**src/rtl/usb_cmd_pkg.sv**
```systemverilog
// Shared frame constants, command codes and parser state for the USB-CDC
// command path.
package usb_cmd_pkg;

  localparam logic [7:0] SOF1 = 8'hAA;
  localparam logic [7:0] SOF2 = 8'h55;

  localparam logic [7:0] CMD_SPI  = 8'h11;
  localparam logic [7:0] CMD_UART = 8'h12;
  localparam logic [7:0] CMD_PWM  = 8'h13;
  localparam logic [7:0] CMD_DAC  = 8'h14;

  typedef enum logic [2:0] {
    S_IDLE,
    S_HDR2,
    S_CMD,
    S_LEN_H,
    S_LEN_L,
    S_PAYLOAD,
    S_CHK
  } state_t;

  function automatic logic [7:0] csum_add(
    input logic [7:0] acc,
    input logic [7:0] b
  );
    return acc + b;
  endfunction

endpackage

```
**src/rtl/usb_cmd_timeout.sv**
```systemverilog
// Inter-byte timeout counter: clears on clr, counts while en, pulses
// expire combinationally on the cycle whose edge would reach the limit.
module usb_cmd_timeout #(
  parameter int unsigned TIMEOUT_CYCLES = 60000
) (
  input  logic clk,
  input  logic rst,
  input  logic clr,
  input  logic en,
  output logic expire
);

  localparam int unsigned CW = $clog2(TIMEOUT_CYCLES + 1);
  localparam logic [CW-1:0] LAST = CW'(TIMEOUT_CYCLES - 1);

  logic [CW-1:0] count;

  assign expire = en && !clr && (count == LAST);

  always_ff @(posedge clk) begin
    if (rst || clr) begin
      count <= '0;
    end else if (en) begin
      count <= expire ? '0 : count + CW'(1);
    end
  end

endmodule

```
**src/rtl/usb_cmd_parser.sv**
```systemverilog
// Frame parser: AA 55 CMD LEN_H LEN_L PAYLOAD CHK -> header/data/done/error
// pulses. Optional inter-byte timeout under USB_CMD_PARSER_TIMEOUT_EN.
import usb_cmd_pkg::*;

module usb_cmd_parser #(
  parameter int unsigned MAX_PAYLOAD    = 256,
  parameter int unsigned TIMEOUT_CYCLES = 60000
) (
  input  logic        clk,
  input  logic        rst,
  input  logic [7:0]  usb_data_in,
  input  logic        usb_data_valid_in,
  output logic        cmd_start,
  output logic [7:0]  cmd_type,
  output logic [15:0] cmd_length,
  output logic [7:0]  cmd_data,
  output logic [15:0] cmd_data_index,
  output logic        cmd_data_valid,
  output logic        cmd_done,
  output logic        cmd_error
);

  localparam logic [15:0] MAX_LEN = 16'(MAX_PAYLOAD);

  state_t      state, state_nx;
  logic [7:0]  sum, sum_nx;
  logic [7:0]  typ_q, typ_nx;
  logic [7:0]  len_h, len_h_nx;
  logic [15:0] cnt, cnt_nx;
  logic [15:0] frame_len;

  logic        start_nx, dv_nx, done_nx, err_nx;
  logic [7:0]  type_nx, data_nx;
  logic [15:0] length_nx, index_nx;
  logic        tmo_expire;

`ifdef USB_CMD_PARSER_TIMEOUT_EN
  usb_cmd_timeout #(
    .TIMEOUT_CYCLES(TIMEOUT_CYCLES)
  ) u_timeout (
    .clk   (clk),
    .rst   (rst),
    .clr   (usb_data_valid_in),
    .en    (state != S_IDLE),
    .expire(tmo_expire)
  );
`else
  assign tmo_expire = 1'b0;
`endif

  assign frame_len = {len_h, usb_data_in};

  always_comb begin
    state_nx  = state;
    sum_nx    = sum;
    typ_nx    = typ_q;
    len_h_nx  = len_h;
    cnt_nx    = cnt;
    start_nx  = 1'b0;
    dv_nx     = 1'b0;
    done_nx   = 1'b0;
    err_nx    = 1'b0;
    type_nx   = cmd_type;
    length_nx = cmd_length;
    data_nx   = cmd_data;
    index_nx  = cmd_data_index;

    if (usb_data_valid_in) begin
      unique case (state)
        S_IDLE: begin
          if (usb_data_in == SOF1) state_nx = S_HDR2;
        end
        S_HDR2: begin
          unique case (1'b1)
            (usb_data_in == SOF2): begin
              state_nx = S_CMD;
              sum_nx   = '0;
            end
            (usb_data_in == SOF1): state_nx = S_HDR2;
            default:               state_nx = S_IDLE;
          endcase
        end
        S_CMD: begin
          typ_nx   = usb_data_in;
          sum_nx   = csum_add(sum, usb_data_in);
          state_nx = S_LEN_H;
        end
        S_LEN_H: begin
          len_h_nx = usb_data_in;
          sum_nx   = csum_add(sum, usb_data_in);
          state_nx = S_LEN_L;
        end
        S_LEN_L: begin
          sum_nx = csum_add(sum, usb_data_in);
          if (frame_len > MAX_LEN) begin
            err_nx   = 1'b1;
            state_nx = S_IDLE;
          end else begin
            start_nx  = 1'b1;
            type_nx   = typ_q;
            length_nx = frame_len;
            cnt_nx    = '0;
            state_nx  = (frame_len == '0) ? S_CHK : S_PAYLOAD;
          end
        end
        S_PAYLOAD: begin
          dv_nx    = 1'b1;
          data_nx  = usb_data_in;
          index_nx = cnt;
          cnt_nx   = cnt + 16'd1;
          sum_nx   = csum_add(sum, usb_data_in);
          if (cnt == cmd_length - 16'd1) state_nx = S_CHK;
        end
        S_CHK: begin
          done_nx  = (usb_data_in == sum);
          err_nx   = (usb_data_in != sum);
          state_nx = S_IDLE;
        end
        default: state_nx = S_IDLE;
      endcase
    end else if (tmo_expire) begin
      err_nx   = 1'b1;
      state_nx = S_IDLE;
    end
  end

  always_ff @(posedge clk) begin
    if (rst) begin
      state          <= S_IDLE;
      sum            <= '0;
      typ_q          <= '0;
      len_h          <= '0;
      cnt            <= '0;
      cmd_start      <= 1'b0;
      cmd_type       <= '0;
      cmd_length     <= '0;
      cmd_data       <= '0;
      cmd_data_index <= '0;
      cmd_data_valid <= 1'b0;
      cmd_done       <= 1'b0;
      cmd_error      <= 1'b0;
    end else begin
      state          <= state_nx;
      sum            <= sum_nx;
      typ_q          <= typ_nx;
      len_h          <= len_h_nx;
      cnt            <= cnt_nx;
      cmd_start      <= start_nx;
      cmd_type       <= type_nx;
      cmd_length     <= length_nx;
      cmd_data       <= data_nx;
      cmd_data_index <= index_nx;
      cmd_data_valid <= dv_nx;
      cmd_done       <= done_nx;
      cmd_error      <= err_nx;
    end
  end

endmodule

```
**config.mk**
```make
export PLATFORM = sky130hd
export DESIGN_NAME = usb_cmd_parser
export DESIGN_NICKNAME = d
export VERILOG_FILES = /design/src/rtl/usb_cmd_pkg.sv /design/src/rtl/usb_cmd_timeout.sv /design/src/rtl/usb_cmd_parser.sv
export SDC_FILE = /design/constraint.sdc
export NUM_CORES = 1
export LEC_CHECK = 0
export BUFFER_PORTS_ARGS = -buffer_cell sky130_fd_sc_hd__clkbuf_2
export CELL_PAD_IN_SITES_DETAIL_PLACEMENT = 2
export CELL_PAD_IN_SITES_GLOBAL_PLACEMENT = 2
export CORE_MARGIN = 5
export CORE_UTILIZATION = 36
export CTS_CLUSTER_DIAMETER = 80
export DETAILED_ROUTE_END_ITERATION = 12
export GPL_ROUTABILITY_DRIVEN = 0
export PLACE_DENSITY = 0.87
export SLEW_MARGIN = 20
export SYNTH_ARGS = -nofsm -noshare
export SYNTH_HDL_FRONTEND = slang
export SYNTH_HIERARCHICAL = 1
export SYNTH_SLANG_ARGS = --single-unit
```
**constraint.sdc**
```tcl
create_clock -name clk -period 5 [get_ports clk]
set_input_delay 0.25 -clock clk [delete_from_list [all_inputs] [get_ports clk]]
set_output_delay 0.25 -clock clk [all_outputs]
set_load 0.01 [all_outputs]
```
* Yosys cells after proc, flatten, opt, wreduce, memory -nomap -nowiden
Cells that the tools add are included.
Storage, ports and cells: register bits after elaboration 95, input bits 11, output and inout bits 52, logic and storage cells 65
Cells by class: add/subtract/negate cells 3, $lt $le $gt $ge 1, equality and inequality tests 15, mux-type cells 14, bitwise gates (word level) 4, reductions and logical operators 15
Operators with widths (number):
- one-hot mux 16 bit (2 select lines) | 1
- one-hot mux 3 bit (6 select lines) | 1
- adder 16 x 1 -> 16 bit, second input constant | 1
- == test 16 bit | 1
- > comparator 16 x 9 -> 1 bit, second input constant | 1
- logical NOT 16 bit | 1
- two-way mux 16 bit | 1
- one-hot mux 8 bit (2 select lines) | 1
- subtractor 16 x 1 -> 16 bit, second input constant | 1
- AND reduction 3 bit | 4
- == test 3 bit, second input constant | 3
- two-way mux 3 bit | 3
- adder 8 bit | 1
- == test 8 x 7 -> 1 bit, second input constant | 1
- == test 8 bit | 1
- == test 8 bit, second input constant | 1
- two-way mux 8 bit | 1
- != test 2 bit, second input constant | 4
- != test 8 bit | 1
- == test 3 x 2 -> 1 bit, second input constant | 2
- AND reduction 2 bit | 3
- OR reduction 3 bit | 2
- NOT 1 bit | 4
- one-hot mux 2 bit (2 select lines) | 1
- other kinds (8) | 11

* Logic depth before layout (Yosys ltp)
Gate-level depths: netlist of run 1.
word-level depth 4, depth in mapped cells 10, gate-level depth less buffers 9

* Least setup slack after synthesis of run 1
Ideal clock, no wire load.
path type flip-flop to flip-flop, start point reg cmd_length[0], end point reg state[0], setup time 0.122 ns, arrival 2.239 ns, data required time 4.878 ns, setup slack 2.639 ns, stages on the path, launching flop included 11, path buffers 1, clock period less this slack 2.361 ns, cells stage by stage dfxtp_1 -> buf_2 -> inv_1 -> ha_1 -> nor2b_1 -> and3_1 -> or4_1 -> a21oi_1 -> o2111ai_1 -> o31a_1 -> mux2i_1
Between the ends: cells in the longest elaborated chain, start to end 4
RTL lines:
- start, declared | line usb_cmd_parser.sv:15 | output logic [15:0] cmd_length,
- start signal, assigned | line usb_cmd_parser.sv:150 | cmd_length <= length_nx;
- subtractor 16 x 1 -> 16 bit | line usb_cmd_parser.sv:112 | if (cnt == cmd_length - 16'd1) state_nx = S_CHK;
- == test 16 bit | line usb_cmd_parser.sv:112
- != test 2 bit (no line)
- AND reduction 3 bit (no line)
- end signal, assigned | line usb_cmd_parser.sv:143 | state <= state_nx;
- end, declared | line usb_cmd_parser.sv:25 | state_t state, state_nx;
Every way passes these cells. A chain may end at the register's enable or synchronous reset.

* Worst setup path after layout of run 1
start point reg len_h[4], end point reg cnt[12]
Between the ends: cells in the longest elaborated chain, start to end 3
RTL lines:
- start, declared | line usb_cmd_parser.sv:28 | logic [7:0] len_h, len_h_nx;
- start signal, assigned | line usb_cmd_parser.sv:146 | len_h <= len_h_nx;
- > comparator 16 x 9 -> 1 bit | line usb_cmd_parser.sv:95 | if (frame_len > MAX_LEN) begin
- != test 2 bit (no line)
- AND reduction 3 bit (no line)
- end signal, assigned | line usb_cmd_parser.sv:147 | cnt <= cnt_nx;
- end, declared | line usb_cmd_parser.sv:29 | logic [15:0] cnt, cnt_nx;
Every way passes these cells.

==> results of run 1 <==
-- tightest hold or removal path, delay by kind of cell --
| family | cells | cell delay (ps) |
|---|---|---|
| buffers and inverters | 1 | 150 |
| AND/OR/NAND/NOR | 1 | 80 |
| AO/OA/AOI/OAI | 1 | 60 |
-- flip-flops by register name, indices dropped and copies added, names as in the netlist --
register	flops
cnt	16
state	3
len_h	8
cmd_start	1
cmd_type	8
sum	8
cmd_data_index	16
cmd_data_valid	1
cmd_error	1
typ_q	8
cmd_length	16
cmd_data	8
cmd_done	1
-- cell families (layout without fill, tap and decap cells) --
| group | count (synthesis) | count (layout) | share of synthesized area [%] |
|---|---|---|---|
| AOI/OAI and AO/OA | 131 | 131 | 16.5 |
| muxes | 4 | 4 | 0.889 |
| buffers and inverters | 45 | 89 | 4.25 |
| xor gates and xnor gates | 29 | 29 | 5.47 |
| and+or+nand+nor | 277 | 277 | 28.8 |
| adders and majority gates | 11 | 11 | 3.12 |
| DFF | 95 | 95 | 40.9 |
-- area by class of cell --
type	instances	area, um2	share of cell area (%)
repair buffers	66	340	6.39
clock buffers	11	253	4.74
clock inverters	5	38.8	0.728
well taps	172	215	4.04
multi-input cells	452	2550	47.9
inverters	7	26.3	0.493
flip-flops and latches	95	1900	35.7
-- power by group --
group	leakage (nW)	switching [mW]	internal (mW)
logic	1.09	0.0292	0.0102
registers	0.765	0.0000511	0.756
clock network	0.148	0.318	0.370
total	2.01	0.347	1.14
-- cell usage in the layout, fill, tap and decap left out, types with 9 or more instances in the layout --
| cell | netlist | final |
|---|---|---|
| a21oi_1 | 85 | 85 |
| a311oi_1 | 9 | 9 |
| and2_1 | 9 | 9 |
| clkbuf_16 | 0 | 9 |
| clkbuf_2 | 0 | 62 |
| dfxtp_1 | 95 | 95 |
| ha_1 | 10 | 10 |
| nand2_1 | 143 | 143 |
| nand3_1 | 20 | 20 |
| nor2_1 | 28 | 28 |
| nor3_1 | 19 | 18 |
| o21ai_0 | 10 | 10 |
| xnor2_1 | 15 | 15 |
| xor2_1 | 14 | 14 |
-- per-layer routing --
| layer | GRT usage, % | share of wire (%) | vias to the layer above |
|---|---|---|---|
| met5 | 0 | 0 | - |
| met2 | 40.6 | 53 | 73 |
| li1 | - | - | 2125 |
| met3 | 4.36 | 3.1 | 25 |
| met1 | 25.6 | 42 | 2254 |
| met4 | 7.27 | 1.9 | 0 |
-- how the worst max path moves through the flow --
stage                           to  slack (ps)  cells past startpoint
after floorplan           state[0]        2640                     10
after global routing       cnt[14]        2080                      6
final                      cnt[12]        2200                      6
after CTS                   cnt[8]        2220                      6
after detailed placement    cnt[8]        2200                      7
after global placement      cnt[7]        2300                      7
==> flow_metrics.env, run 1 <==
export IMPL_tightestPinTransition_ps=1050
export IMPL_grt_max_degree=78
export IMPL_slowest_delay_ps=900
export IMPL_grt_antenna_before_repair=0
export IMPL_final_layout_size_suffix_gt1_share_pct=15.7
export IMPL_worst_path_buf_inv=0
export IMPL_fp_row_count=41
export IMPL_required_ps=5200
export IMPL_die_height_um=124
export IMPL_power_total_mw=1.48
export IMPL_async_reset_ff_share_pct=0
export IMPL_htreeDepth=3
export IMPL_drtIter0Drc=261
export IMPL_vias=4477
export IMPL_crit_slowest_cell="or4_1"
export IMPL_setup_viol=0
export IMPL_fin_setup_tns_ps=0
export IMPL_critPathTopFamily="simple AND/OR/NAND/NOR gates"
export IMPL_drc=0
export IMPL_hold_depth=3
export IMPL_ant_nets=0
export IMPL_final_util_pct=42.2
export IMPL_post_cts_resized=0
export IMPL_dr_pass1_iters=4
export IMPL_dpl_cell_count=792
export IMPL_critPathKind="flop to flop"
export IMPL_max_slew_margin_rel_pct=29.4
export IMPL_synth_common_cells="nand2_1, dfxtp_1, a21oi_1"
export IMPL_p_leak_nw=2.01
export IMPL_dp_hpwl_um=11400
export IMPL_clock_path_buffers=2
export IMPL_diodes=0
export IMPL_synth_seq_cells=95
export IMPL_hold_path_end="typ_q[6]"
export IMPL_wl_per_cell_um=19.9
export IMPL_grt_ovfl_total=0
export IMPL_synthTopCellsByArea="dfxtp_1, nand2_1, a21oi_1, xnor2_1, ha_1"
export IMPL_drt_wl_total_um=16000
export IMPL_skew_ps=12.9
export IMPL_yosysUniqueCellTypes=55
export IMPL_crit_path_cell_trace="or4_4, nor4_4, nand2_2, or4_1, nand2_4, a311oi_1"
export IMPL_post_place_ws_ps=2200
export IMPL_cp_arrival_ps=3000
export IMPL_r2r_slack_ps=2200
export IMPL_power_density_nw_per_um2=278
export IMPL_final_cells=808
export IMPL_drv_cap=0
export IMPL_synth_area_per_cell_um2=7.85
export IMPL_area_growth_pct=14.6
export IMPL_n_fill_cell=1481
export IMPL_cts_tree="yes"
export IMPL_grt_pass1_vias=4961
export IMPL_grt_pass1_wl_um=26300
export IMPL_port_buffers=62
export IMPL_final_cell_area_um2=5330
export IMPL_grt_total_usage_pct=22.1
export IMPL_startpoint_type="flop"
export IMPL_clock_fmax_ghz=0.357
export IMPL_synth_fp_nets=614
export IMPL_start_util_pct=36.8
export IMPL_die_area_um2=15300
export IMPL_yosysSeqAreaShare_pct=40.9
export IMPL_yosysTopAreaCellShare_pct=40.9
export IMPL_cts_hold_buffers=0
export IMPL_final_net_count=653
export IMPL_cp_max_fo=22
export IMPL_core_um2=12600
export IMPL_ir_drop_uv=126
export IMPL_holdWs_ps=227
export IMPL_reg2reg_from="len_h[4]"
export IMPL_cts_sinks=95
export IMPL_layout_setup_ws_ps=2200
export IMPL_synth_area_leader_cell="dfxtp_1"
export IMPL_viasPerCell=5.54
export IMPL_ioPinCount=63
export IMPL_die_w_um=124
export IMPL_clkLatencyLatePin_ps=360
export IMPL_rsz0062_at_grt="false"
export IMPL_cts_setup_buffers=0
export IMPL_synth_flop_cell="dfxtp_1"
export IMPL_synth_most_common_cell="nand2_1"
export IMPL_cp_startpoint="len_h[4]"
export IMPL_status="finished clean"
export IMPL_timing_rr_end="cnt[12]"
export IMPL_period_needed_ps=2800
export IMPL_fin_crit_sh_pct=56.0
export IMPL_ff2ff_path_depth=6
export IMPL_endpoint_kind="flop"
export IMPL_synth_edf_count=0
export IMPL_hold_viol=0
export IMPL_yosysWarnings=6
export IMPL_clk_pin_slew_ps=70
export IMPL_min_delay_start="usb_data_in[6]"
export IMPL_synth_area_um2=4650
export IMPL_worstHoldPathType="primary input to flop"
export IMPL_numCtsBuffers=9
export IMPL_root_buffer="clkbuf_16"
export IMPL_placed_area_um2=5040
export IMPL_slew_viol_final=0
export IMPL_syn_inst=592
(Power assumes the default switching activity.)
==> run 2: changes to the inputs <==
--- a/config.mk
+++ b/config.mk
@@ -9,11 +9,11 @@
 export CELL_PAD_IN_SITES_DETAIL_PLACEMENT = 2
 export CELL_PAD_IN_SITES_GLOBAL_PLACEMENT = 2
 export CORE_MARGIN = 5
-export CORE_UTILIZATION = 36
+export CORE_UTILIZATION = 34
 export CTS_CLUSTER_DIAMETER = 80
 export DETAILED_ROUTE_END_ITERATION = 12
 export GPL_ROUTABILITY_DRIVEN = 0
-export PLACE_DENSITY = 0.87
+export PLACE_DENSITY = 0.83
 export SLEW_MARGIN = 20
 export SYNTH_ARGS = -nofsm -noshare
 export SYNTH_HDL_FRONTEND = slang
==> constraint.sdc (replaced) <==
create_clock -name clk -period 2.65 [get_ports clk]
set_input_delay 0.1325 -clock clk [delete_from_list [all_inputs] [get_ports clk]]
set_output_delay 0.1325 -clock clk [all_outputs]
set_load 0.01 [all_outputs]
==> run 2 against run 1 <==
Net effect: sequential power up 89%; critical path type unchanged; first-iteration DRC count up 13%; via count up 2.0%; critical path depth up 3; global-route usage down 1.0 points; combinational power up 120%; largest power group unchanged.
==> flow_metrics.env, run 2 (same netlist as run 1, synthesis figures left out) <==
export IMPL_die_height_um=127
export IMPL_dp_hpwl_um=12000
export IMPL_reg_top3="cmd_data_index x16, cmd_length x16, cnt x16"
export IMPL_status="finished clean"
export IMPL_fin_crit_sh_pct=90.8
export IMPL_grt_use_met2_pct=39.4
export IMPL_skew_ps=11.1
export IMPL_intPower_mw=2.15
export IMPL_power_frac_comb_pct=3.1
export IMPL_final_cells=831
export IMPL_ir_drop_uv=271
export IMPL_drv_cap=0
export IMPL_final_cell_area_um2=5500
export IMPL_grt_use_met1_pct=24.9
export IMPL_tightestPinTransition_ps=717
export IMPL_pwr_share_seq_pct=50.8
export IMPL_die_w_um=127
export IMPL_final_net_count=672
export IMPL_cp_arrival_ps=2640
export IMPL_grt_max_degree=78
export IMPL_port_buffers=62
export IMPL_fin_setup_tns_ps=0
export IMPL_startpoint_type="flop"
export IMPL_groute_layer_met3_usage_pct=2.90
export IMPL_max_slew_margin_rel_pct=51.8
export IMPL_htreeDepth=3
export IMPL_viasPerCell=5.49
export IMPL_clkLatencyLatePin_ps=360
export IMPL_slew_viol_final=0
export IMPL_dpl_cell_count=815
export IMPL_grt_antenna_before_repair=0
export IMPL_numCtsBuffers=9
export IMPL_period_needed_ps=2410
export IMPL_grt_total_usage_pct=21.1
export IMPL_grt_pass1_wl_um=27300
export IMPL_wl_per_cell_um=20.0
export IMPL_critPathKind="flop to flop"
export IMPL_rsz0062_at_grt="false"
export IMPL_clock_power_share_pct=46.1
export IMPL_die_area_um2=16100
export IMPL_grt_pass1_vias=5136
export IMPL_start_util_pct=34.8
export IMPL_fp_row_count=42
export IMPL_drc=0
export IMPL_cts_hold_buffers=0
export IMPL_grt_ovfl_total=0
export IMPL_power_density_nw_per_um2=510
export IMPL_final_layout_size_suffix_gt1_share_pct=18.2
export IMPL_grt_busiest_layer="met2"
export IMPL_cts_sinks=95
export IMPL_final_common_cell="nand2_1"
export IMPL_clock_path_buffers=2
export IMPL_cts_tree="yes"
export IMPL_n_fill_cell=1577
export IMPL_clk_pin_slew_ps=70
export IMPL_diodes=0
export IMPL_root_buffer="clkbuf_16"
export IMPL_vias=4566
export IMPL_post_place_ws_ps=265
export IMPL_dr_pass1_iters=4
export IMPL_core_um2=13300
export IMPL_cts_setup_buffers=0
export IMPL_clock_fmax_ghz=0.416
export IMPL_power_share_switching_pct=23.5
export IMPL_hold_viol=0
export IMPL_ant_nets=0
export IMPL_p_leak_nw=2.11
export IMPL_drtIter0Drc=294
export IMPL_ioPinCount=63
export IMPL_layout_setup_ws_ps=244
export IMPL_placed_area_um2=5210
export IMPL_area_growth_pct=18.4
export IMPL_cp_max_fo=6
export IMPL_worstHoldPathType="primary input to flop"
export IMPL_p_switching_mw=0.660
export IMPL_drt_wl_total_um=16600
export IMPL_endpoint_kind="flop"
export IMPL_final_cell_mix="nand2_1, dfxtp_1, a21oi_1"
export IMPL_setup_viol=0
export IMPL_required_ps=2880
export IMPL_post_cts_resized=0
[run 2: path summary, 6_finish.rpt]
| kind | startpoint | cells after the start | slack (ps) | endpoint |
|---|---|---|---|---|
| max | cmd_length[0] | 9 | 240 | state[2] |
| min | usb_data_in[1] | 3 | 90 | typ_q[1] |
| max reg2reg | cmd_length[0] | 9 | 240 | state[2] |
| min reg2reg | cmd_type[6] | 2 | 460 | cmd_type[6] |
[run 2: layout make-up]
cell class | count | area, um2 | area share [%]
Clock buffer | 11 | 253 | 4.59
Clock inverter | 5 | 41.3 | 0.750
Inverter | 7 | 26.3 | 0.477
Multi-Input combinational cell | 452 | 2550 | 46.4
Sequential cell | 95 | 1900 | 34.6
Tap cell | 176 | 220 | 4.00
Timing Repair Buffer | 85 | 508 | 9.23
[run 2: power by group through the flow]
stage / clock (mW) / sequential (mW) / combinational, mW
floorplan: 0 / 1.46 / 0.0426
global placement: 0 / 1.46 / 0.0834
detailed placement: 0 / 1.46 / 0.0862
CTS: 1.33 / 1.43 / 0.0877
global route: 1.40 / 1.43 / 0.0936
finish: 1.29 / 1.43 / 0.0876
[run 2: through the flow]
stage,util [%],power [mW],hold WS (ps)
3_3_place_gp,39.0,1.54,438
5_1_grt,41.2,2.92,95.6
3_5_place_dp,39.0,1.55,450
6_report,41.2,2.81,85.5
2_1_floorplan,-,1.50,268
4_1_cts,41.2,2.84,84.1
[run 2: worst max-delay path: stages (launching register included)]
cell and delay (ps):
dfxtp_1 360, inv_1 70, ha_1 260, nor2b_1 200, and3_1 200, or4_1 400, a21oi_1 170, o2111ai_1 130
o31a_1 340, mux2i_1 150
[run 2: metal layers]
| metal | vias to the layer above | part of all wire (%) | wire (um) |
|---|---|---|---|
| met4 | 0 | 1.5 | 243 |
| met5 | - | 0 | 0 |
| li1 | 2169 | - | - |
| met2 | 71 | 54 | 8920 |
| met1 | 2309 | 42 | 7050 |
| met3 | 17 | 2.6 | 429 |
==> run 3: changes to the inputs <==
--- a/config.mk
+++ b/config.mk
@@ -5,15 +5,15 @@
 export SDC_FILE = /design/constraint.sdc
 export NUM_CORES = 1
 export LEC_CHECK = 0
-export BUFFER_PORTS_ARGS = -buffer_cell sky130_fd_sc_hd__clkbuf_2
 export CELL_PAD_IN_SITES_DETAIL_PLACEMENT = 2
 export CELL_PAD_IN_SITES_GLOBAL_PLACEMENT = 2
 export CORE_MARGIN = 5
-export CORE_UTILIZATION = 34
+export CORE_UTILIZATION = 37
 export CTS_CLUSTER_DIAMETER = 80
 export DETAILED_ROUTE_END_ITERATION = 12
+export DONT_BUFFER_PORTS = 1
 export GPL_ROUTABILITY_DRIVEN = 0
-export PLACE_DENSITY = 0.83
+export PLACE_DENSITY = 0.82
 export SLEW_MARGIN = 20
 export SYNTH_ARGS = -nofsm -noshare
 export SYNTH_HDL_FRONTEND = slang
==> constraint.sdc (replaced) <==
create_clock -name clk -period 2.65 [get_ports clk]
set_input_delay 0.265 -clock clk [delete_from_list [all_inputs] [get_ports clk]]
set_output_delay 0.265 -clock clk [all_outputs]
set_load 0.01 [all_outputs]
==> run 3 against run 2 <==
Net effect: sequential power about the same; sequential share of layout area up 2.2 points; via count down 4.9%; die area down 7.5%; register-to-register slack better by 40 ps; worst setup slack better by 35 ps; critical path type unchanged; first-iteration DRC count down 7.8%.
==> flow_metrics.env, run 3 (same netlist as run 1, synthesis figures left out) <==
export IMPL_status="finished clean"
export IMPL_tightestPinTransition_ps=577
export IMPL_power_share_switching_pct=22.3
export IMPL_fp_row_count=41
export IMPL_setup_viol=0
export IMPL_p_leak_nw=1.81
export IMPL_core_um2=12500
export IMPL_period_needed_ps=2370
export IMPL_cp_max_fo=7
export IMPL_required_ps=2880
export IMPL_final_layout_size_suffix_gt1_share_pct=8.84
export IMPL_diodes=0
export IMPL_min_delay_start="usb_data_in[6]"
export IMPL_cts_sinks=95
export IMPL_p_switching_mw=0.627
export IMPL_cts_setup_buffers=0
export IMPL_reg2reg_from="cmd_length[3]"
export IMPL_reg_top3="cmd_data_index x16, cmd_length x16, cnt x16"
export IMPL_drv_cap=0
export IMPL_worstHoldPathType="primary input to flop"
export IMPL_clk_pin_slew_ps=70
export IMPL_die_height_um=122
export IMPL_vias=4341
export IMPL_fin_setup_tns_ps=0
export IMPL_grt_antenna_before_repair=0
export IMPL_clock_fmax_ghz=0.422
export IMPL_dp_hpwl_um=11200
export IMPL_final_util_pct=41.5
export IMPL_viasPerCell=5.71
export IMPL_grt_total_usage_pct=22.0
export IMPL_final_net_count=605
export IMPL_dr_pass1_iters=4
export IMPL_cp_arrival_ps=2600
export IMPL_skew_ps=12.9
export IMPL_rsz0062_at_grt="false"
export IMPL_grt_pass1_vias=4838
export IMPL_wl_per_cell_um=20.7
export IMPL_die_w_um=122
export IMPL_ioPinCount=63
export IMPL_final_cell_mix="nand2_1, dfxtp_1, a21oi_1"
export IMPL_cts_tree="yes"
export IMPL_startpoint_type="flop"
export IMPL_drc=0
export IMPL_ant_nets=0
export IMPL_grt_ovfl_total=0
export IMPL_fin_crit_sh_pct=89.5
export IMPL_layout_setup_ws_ps=279
export IMPL_slew_viol_final=0
export IMPL_endpoint_kind="flop"
export IMPL_clock_power_share_pct=47.4
export IMPL_grt_pass1_wl_um=25300
export IMPL_clkLatencyLatePin_ps=360
export IMPL_power_frac_comb_pct=1.9
export IMPL_root_buffer="clkbuf_16"
export IMPL_pwr_share_seq_pct=50.8
export IMPL_port_buffers=0
export IMPL_cp_startpoint="cmd_length[3]"
export IMPL_max_slew_margin_rel_pct=61.3
export IMPL_power_density_nw_per_um2=544
export IMPL_critPathKind="flop to flop"
export IMPL_intPower_mw=2.18
export IMPL_die_area_um2=14900
export IMPL_numCtsBuffers=9
export IMPL_n_fill_cell=1455
export IMPL_ir_drop_uv=307
export IMPL_start_util_pct=37.3
export IMPL_area_growth_pct=11.3
export IMPL_grt_max_degree=82
export IMPL_drtIter0Drc=271
export IMPL_hold_viol=0
export IMPL_htreeDepth=3
export IMPL_clock_path_buffers=2
export IMPL_final_common_cell="nand2_1"
export IMPL_drt_wl_total_um=15800
export IMPL_post_place_ws_ps=43.5
==> run 3: repair_timing <==
action,in CTS,in global routing
setup endpoints to repair,0,3
resized for setup,0,2
hold endpoints to repair,81,0
hold buffers,1,0
==> run 3: per-layer routing <==
metal	vias to the layer above	part of all wire, %	GRT usage (%)	wire length (um)
met5	-	0	0	0
met4	0	3.3	10.6	527
met3	41	3.8	4.87	596
met2	86	53	41.1	8420
met1	2180	39	23.3	6200
li1	2034	-	-	-
==> run 3: power by group through the flow <==
stage	Clock, mW	Sequential (mW)	Combinational, mW
finish	1.33	1.43	0.0525
global route	1.43	1.43	0.0569
CTS	1.37	1.43	0.0531
detailed placement	0	1.46	0.0280
global placement	0	1.46	0.0257
floorplan	0	1.46	0.0426
==> run 3: worst paths after layout <==
path                      end  slack, ps  cells after the start
setup / recovery     state[0]        280                      7
hold / removal    cmd_data[6]         40                      2
setup reg to reg     state[0]        280                      7
hold reg to reg   cmd_type[5]        450                      2
==> run 3: area by class of cell <==
class,count,area [um2],area share (%)
Inverter,7,26.3,0.508
Sequential cell,95,1900,36.8
Clock buffer,10,229,4.43
Timing Repair Buffer,18,168,3.24
Clock inverter,6,66.3,1.28
Tap cell,172,215,4.16
Multi-Input combinational cell,452,2560,49.6
==> run 3: critical path, stage by stage, from the launching register on <==
cell       delay (ps)
dfxtp_1           620
or3_1             260
nor3_1             90
or4_1             470
a21oi_1           160
o2111ai_1         140
o31a_1            350
mux2i_1           150
==> run 3: stage by stage <==
| step | cell area, um2 | std cells | power [mW] | hold slack (ps) |
|---|---|---|---|---|
| after floorplan | 4650 | 592 | 1.50 | 401 |
| after global placement | 4840 | 743 | 1.49 | 348 |
| after detailed placement | 4840 | 743 | 1.49 | 349 |
| after CTS | 5160 | 760 | 2.85 | 28.6 |
| after global routing | 5170 | 760 | 2.91 | 22.2 |
| final | 5170 | 760 | 2.81 | 38.8 |
